<file path="src/rtl/rack_jtag_chain_cfg.sv">
// Loads the rack JTAG mux chain-enable register by bit-banging TTCK/TTDI
// with TCTRL_B held low; host JTAG is passed straight through when idle.
module rack_jtag_chain_cfg #(
  parameter int CLK_DIV = 4,
  parameter int NBITS   = 8
) (
  input  logic             CLK,
  input  logic             RST,
  input  logic [NBITS-1:0] CFG_DATA,
  input  logic             CFG_VALID,
  output logic             CFG_READY,
  output logic             BUSY,
  output logic             DONE,
  output logic [NBITS-1:0] CUR_CFG,
  input  logic             HOST_TCK,
  input  logic             HOST_TMS,
  input  logic             HOST_TDI,
  output logic             TTCK_O,
  output logic             TTMS_O,
  output logic             TTDI_O,
  output logic             TCTRL_B_O
);

  localparam int BW = $clog2(NBITS);
  localparam logic [7:0] DIV_M1 = 8'(CLK_DIV - 1);
  localparam logic [BW-1:0] LAST = BW'(NBITS - 1);

  typedef enum logic [2:0] {
    S_IDLE,
    S_SETUP,
    S_HIGH,
    S_LOW,
    S_HOLD,
    S_RELEASE
  } state_t;

  state_t           state_q, state_d;
  logic [7:0]       dcnt_q, dcnt_d;
  logic [BW-1:0]    bcnt_q, bcnt_d;
  logic [NBITS-1:0] shreg_q, shreg_d;
  logic [NBITS-1:0] data_q, data_d;
  logic [NBITS-1:0] cur_q, cur_d;
  logic             ready_q, ready_d;
  logic             busy_q, busy_d;
  logic             done_q, done_d;
  logic             ttck_q, ttck_d;
  logic             ttms_q, ttms_d;
  logic             ttdi_q, ttdi_d;
  logic             tctrl_q, tctrl_d;
  logic             phase_end;

  always_comb begin
    state_d   = state_q;
    dcnt_d    = dcnt_q;
    bcnt_d    = bcnt_q;
    shreg_d   = shreg_q;
    data_d    = data_q;
    cur_d     = cur_q;
    done_d    = 1'b0;
    phase_end = (dcnt_q == 8'd0);

    unique case (state_q)
      S_IDLE: begin
        if (CFG_VALID && ready_q) begin
          state_d = S_SETUP;
          shreg_d = CFG_DATA;
          data_d  = CFG_DATA;
          bcnt_d  = LAST;
        end
      end
      S_SETUP: begin
        if (phase_end) state_d = S_HIGH;
      end
      S_HIGH: begin
        if (phase_end) begin
          if (bcnt_q == '0) begin
            state_d = S_HOLD;
          end else begin
            state_d = S_LOW;
            bcnt_d  = bcnt_q - BW'(1);
            shreg_d = shreg_q << 1;
          end
        end
      end
      S_LOW: begin
        if (phase_end) state_d = S_HIGH;
      end
      S_HOLD: begin
        if (phase_end) state_d = S_RELEASE;
      end
      S_RELEASE: begin
        if (phase_end) begin
          state_d = S_IDLE;
          done_d  = 1'b1;
          cur_d   = data_q;
        end
      end
      default: state_d = S_IDLE;
    endcase

    if (state_q == S_IDLE) dcnt_d = DIV_M1;
    else dcnt_d = phase_end ? DIV_M1 : dcnt_q - 8'd1;

    // Pins are decoded from the next state so they change with it.
    ttck_d  = 1'b0;
    ttms_d  = 1'b1;
    ttdi_d  = shreg_d[NBITS-1];
    tctrl_d = 1'b0;
    unique case (state_d)
      S_IDLE: begin
        ttck_d  = HOST_TCK;
        ttms_d  = HOST_TMS;
        ttdi_d  = HOST_TDI;
        tctrl_d = 1'b1;
      end
      S_HIGH:    ttck_d  = 1'b1;
      S_RELEASE: tctrl_d = 1'b1;
      default: ;
    endcase

    ready_d = (state_d == S_IDLE);
    busy_d  = (state_d != S_IDLE);
  end

  always_ff @(posedge CLK) begin
    if (RST) begin
      state_q <= S_IDLE;
      dcnt_q  <= DIV_M1;
      bcnt_q  <= LAST;
      shreg_q <= '0;
      data_q  <= '0;
      cur_q   <= NBITS'(1);
      ready_q <= 1'b0;
      busy_q  <= 1'b0;
      done_q  <= 1'b0;
      ttck_q  <= HOST_TCK;
      ttms_q  <= HOST_TMS;
      ttdi_q  <= HOST_TDI;
      tctrl_q <= 1'b1;
    end else begin
      state_q <= state_d;
      dcnt_q  <= dcnt_d;
      bcnt_q  <= bcnt_d;
      shreg_q <= shreg_d;
      data_q  <= data_d;
      cur_q   <= cur_d;
      ready_q <= ready_d;
      busy_q  <= busy_d;
      done_q  <= done_d;
      ttck_q  <= ttck_d;
      ttms_q  <= ttms_d;
      ttdi_q  <= ttdi_d;
      tctrl_q <= tctrl_d;
    end
  end

  assign CFG_READY = ready_q;
  assign BUSY      = busy_q;
  assign DONE      = done_q;
  assign CUR_CFG   = cur_q;
  assign TTCK_O    = ttck_q;
  assign TTMS_O    = ttms_q;
  assign TTDI_O    = ttdi_q;
  assign TCTRL_B_O = tctrl_q;

endmodule

</file>
<file path="config.mk">
export PLATFORM = sky130hd
export DESIGN_NAME = rack_jtag_chain_cfg
export DESIGN_NICKNAME = d
export VERILOG_FILES = /design/src/rtl/rack_jtag_chain_cfg.sv
export SDC_FILE = /design/constraint.sdc
export NUM_CORES = 1
export LEC_CHECK = 0
export CAP_MARGIN = 20
export CORE_MARGIN = 5
export CORE_UTILIZATION = 35
export DETAILED_ROUTE_END_ITERATION = 10
export HOLD_SLACK_MARGIN = 0.08
export PLACE_DENSITY = 0.65
export RECOVER_POWER = 100
export SLEW_MARGIN = 20
export SYNTH_ARGS = -nofsm -noshare
export SYNTH_HDL_FRONTEND = slang
export SYNTH_SLANG_ARGS = --single-unit
</file>
<file path="constraint.sdc">
create_clock -name CLK -period 2.4 [get_ports CLK]
set_input_delay 0.36 -clock CLK [delete_from_list [all_inputs] [get_ports CLK]]
set_output_delay 0.36 -clock CLK [all_outputs]
set_load 0.05 [all_outputs]
</file>
==> results_dict.tcl <==
set metrics [dict create \
    groute.usage.overall_pct 12.08 \
    overflow 0 \
    clock_sinks 45 \
    post-route-period-util_pct 90.87 \
    cts_buffers 5 \
    p_per_area_mw_per_mm2 640.5 \
    cts_tree "done" \
    row_count 26 \
    core_area_mm2 0.005107 \
    crit_fanout 10 \
    holdPathEnd "dcnt_q[0]$_SDFF_PP1_" \
    dpl.hpwl_um 2701 \
    layout-drive-gt1-share_pct 6.608 \
    final_common_cell "dfxtp_1" \
    gp_congestion 0.7821 \
    path_cells "inv_1 -> ha_1 -> or3b_2 -> o41ai_4 -> nand2_4 -> a222oi_1 -> nor2_1" \
    grt_pass1_vias 1384 \
    ys_async_sr_fraction_pct 0 \
    cts_resized 0 \
    wl_um 3710 \
    synth.largest_area_cell "dfxtp_1" \
    relSlewSlack_pct 63.62 \
    fp.dieH_um 82.64 \
    reg2reg_to "shreg_q[4]$_SDFFE_PP0P_" \
    syn_nets 216 \
    reg2reg_from "dcnt_q[0]$_SDFF_PP1_" \
    post_cts_buffers 0 \
    slew_viol_final 0 \
    critPathLaunchType "flip-flop" \
    drv_cap 0 \
    die_area_mm2 0.006829 \
    finalSetupViolCount 0 \
    fmax_mhz 458.5 \
    final_cell_mix "45 x dfxtp_1, 27 x nor2_1, 24 x nand2_1" \
    clock_latency_ps 300 \
    port_buffers 28 \
    ir_drop_mv 0.2272 \
    drt-wirelength-per-cell_um 12.49 \
    rsz0062_at_grt "no" \
    postSynthAreaPerCell_um2 9.280 \
    cts_hold_buf 0 \
    drc 0 \
    min_period_ps 2181 \
    antenna_found_initial 0 \
    antenna_cells 0 \
    synth_top_area_share_pct 48.78 \
    cts-root-buf "clkbuf_8" \
    ys_ff_latch 45 \
    syn_to_final_growth_pct 21.68 \
    grt_pass1_wl_um 6237 \
    worst_pin_slew_ps 545.8 \
    layout.nets 243 \
    die_x_um 82.64 \
    hold_viol 0 \
    hold_class "flip-flop to flip-flop" \
    timing.critical_path.slowest_stage_cell "or3b_2" \
    ys_seq_area_share_pct 48.78 \
    max_stage_delay_ps 560 \
    via_count 1453 \
    first_iter_violations 110 \
    synthFlopType "dfxtp_1" \
    cp.required_ps 2590 \
    cp-end-kind "flip-flop" \
    grt_max_degree 28 \
    synth-warning-count 0 \
    htree_num_levels 2 \
    vias_per_cell 4.892 \
    min_from "dcnt_q[0]$_SDFF_PP1_" \
    final_cell_area_mm2 0.002247 \
    criticalPathCategory "flip-flop to flip-flop" \
    min_path_cells 1 \
    ff2ff_path_depth 7 \
    arrival_ps 2370 \
    synthCells 199 \
    start_util_pct 36.16 \
    p_leak_nw 0.9344 \
    clock_skew_ps 12.81 \
    clkTransAtPathRegs_ps 80 \
    synth_edf_count 0 \
    postPlaceCellArea_mm2 0.002187 \
    ys_types 40 \
    r2r_setup_slack_ps 220 \
    ant_nets 0 \
    setup_tns_ps 0 \
    clockBufferDepth 2 \
    io_pins 29 \
    syn_area_mm2 0.001847 \
    yosys-top-cells-area "dfxtp_1 49%, nor2_1 5.5%, nand2_1 4.9%, mux2i_1 4.3%, a21oi_1 3.8%" \
    drtPass1Iterations 5 \
    status "finished clean" \
]
==> how the worst max path moves through the flow <==
stage                         start                      end  slack [ps]  depth (start not counted)
2_1_floorplan  dcnt_q[0]$_SDFF_PP1_  shreg_q[3]$_SDFFE_PP0P_         290                          8
3_3_place_gp   dcnt_q[0]$_SDFF_PP1_  shreg_q[4]$_SDFFE_PP0P_         240                          7
3_5_place_dp   dcnt_q[0]$_SDFF_PP1_  shreg_q[4]$_SDFFE_PP0P_         180                          7
4_1_cts        dcnt_q[0]$_SDFF_PP1_  shreg_q[4]$_SDFFE_PP0P_         180                          7
5_1_grt        dcnt_q[0]$_SDFF_PP1_  CUR_CFG[6]$_SDFFE_PP0P_          20                          8
6_report       dcnt_q[0]$_SDFF_PP1_  shreg_q[4]$_SDFFE_PP0P_         220                          7
==> cell usage after synthesis, drive strengths merged, types with 2 or more instances <==
| cell type | instances |
|---|---|
| a21oi | 14 |
| a222oi | 6 |
| and3 | 2 |
| buf | 5 |
| clkbuf | 7 |
| dfxtp | 45 |
| ha | 3 |
| inv | 9 |
| mux2i | 8 |
| nand2 | 25 |
| nand3 | 5 |
| nor2 | 28 |
| nor2b | 2 |
| nor3 | 7 |
| nor4 | 2 |
| o211ai | 3 |
| o31ai | 3 |
| or4 | 2 |
| xnor2 | 6 |
==> kinds of logic (layout without fill, tap and decap cells) <==
logic type	Yosys count	in the layout	synth area share [%]
buf+inv	21	49	4.946
compound gates	35	35	15.58
fa+ha+maj	3	3	2.033
flops	45	45	48.78
mux	8	8	4.336
simple gates	80	80	21.00
xor+xnor	7	7	3.320
==> routing by layer <==
metal	vias to the layer above	routed length (um)	GRT usage, %
met5	-	0	0
met4	0	84	7.026
met3	6	171	3.688
met2	32	1699	18.91
met1	673	1755	14.57
li1	742	-	-
==> where the power goes <==
part | leakage, nW | switching, mW | internal (mW)
clock | 0.0445 | 0.268 | 0.207
sequential | 0.366 | 0.0157 | 0.776
combinational | 0.524 | 0.105 | 0.0679
total | 0.934 | 0.389 | 1.05
==> sequential cells by signal, summed over array words and instances, names as in the netlist <==
register,cells
BUSY,1
shreg_q,8
CFG_READY,1
DONE,1
state_q,3
data_q,8
CUR_CFG,8
TTMS_O,1
TTCK_O,1
bcnt_q,3
dcnt_q,8
TCTRL_B_O,1
TTDI_O,1
==> stage by stage <==
step	hold WS [ps]	instances	setup WS [ps]	total power, mW	utilization (%)
floorplan	381.6	199	286.4	0.9223	-
global placement	391.5	289	242.6	0.9858	42.82
detailed placement	398.5	289	184.4	0.9889	42.82
CTS	417.5	297	179.1	1.465	44.59
global route	436.2	297	18.43	1.506	44.00
finish	414.8	297	219.2	1.439	44.00
==> cell type report <==
cell class	instances	area, um^2
fillers	523	2860
flip-flops and latches	45	900.9
multi-input cells	133	834.6
repair buffers	32	300.3
well taps	70	87.58
clock buffers	5	68.82
inverters	9	33.78
clock inverters	3	21.27
==> worst max-delay path: cells and delay by family (launching register included) <==
kind | cells | cell delay, ps
AO/OA/AOI/OAI | 2 | 740
adder cells (fa/ha/maj) | 1 | 180
buffers and inverters | 1 | 60
flip-flops | 1 | 330
AND/OR/NAND/NOR | 3 | 770
Note: power is estimated with default switching activity, not from simulation.
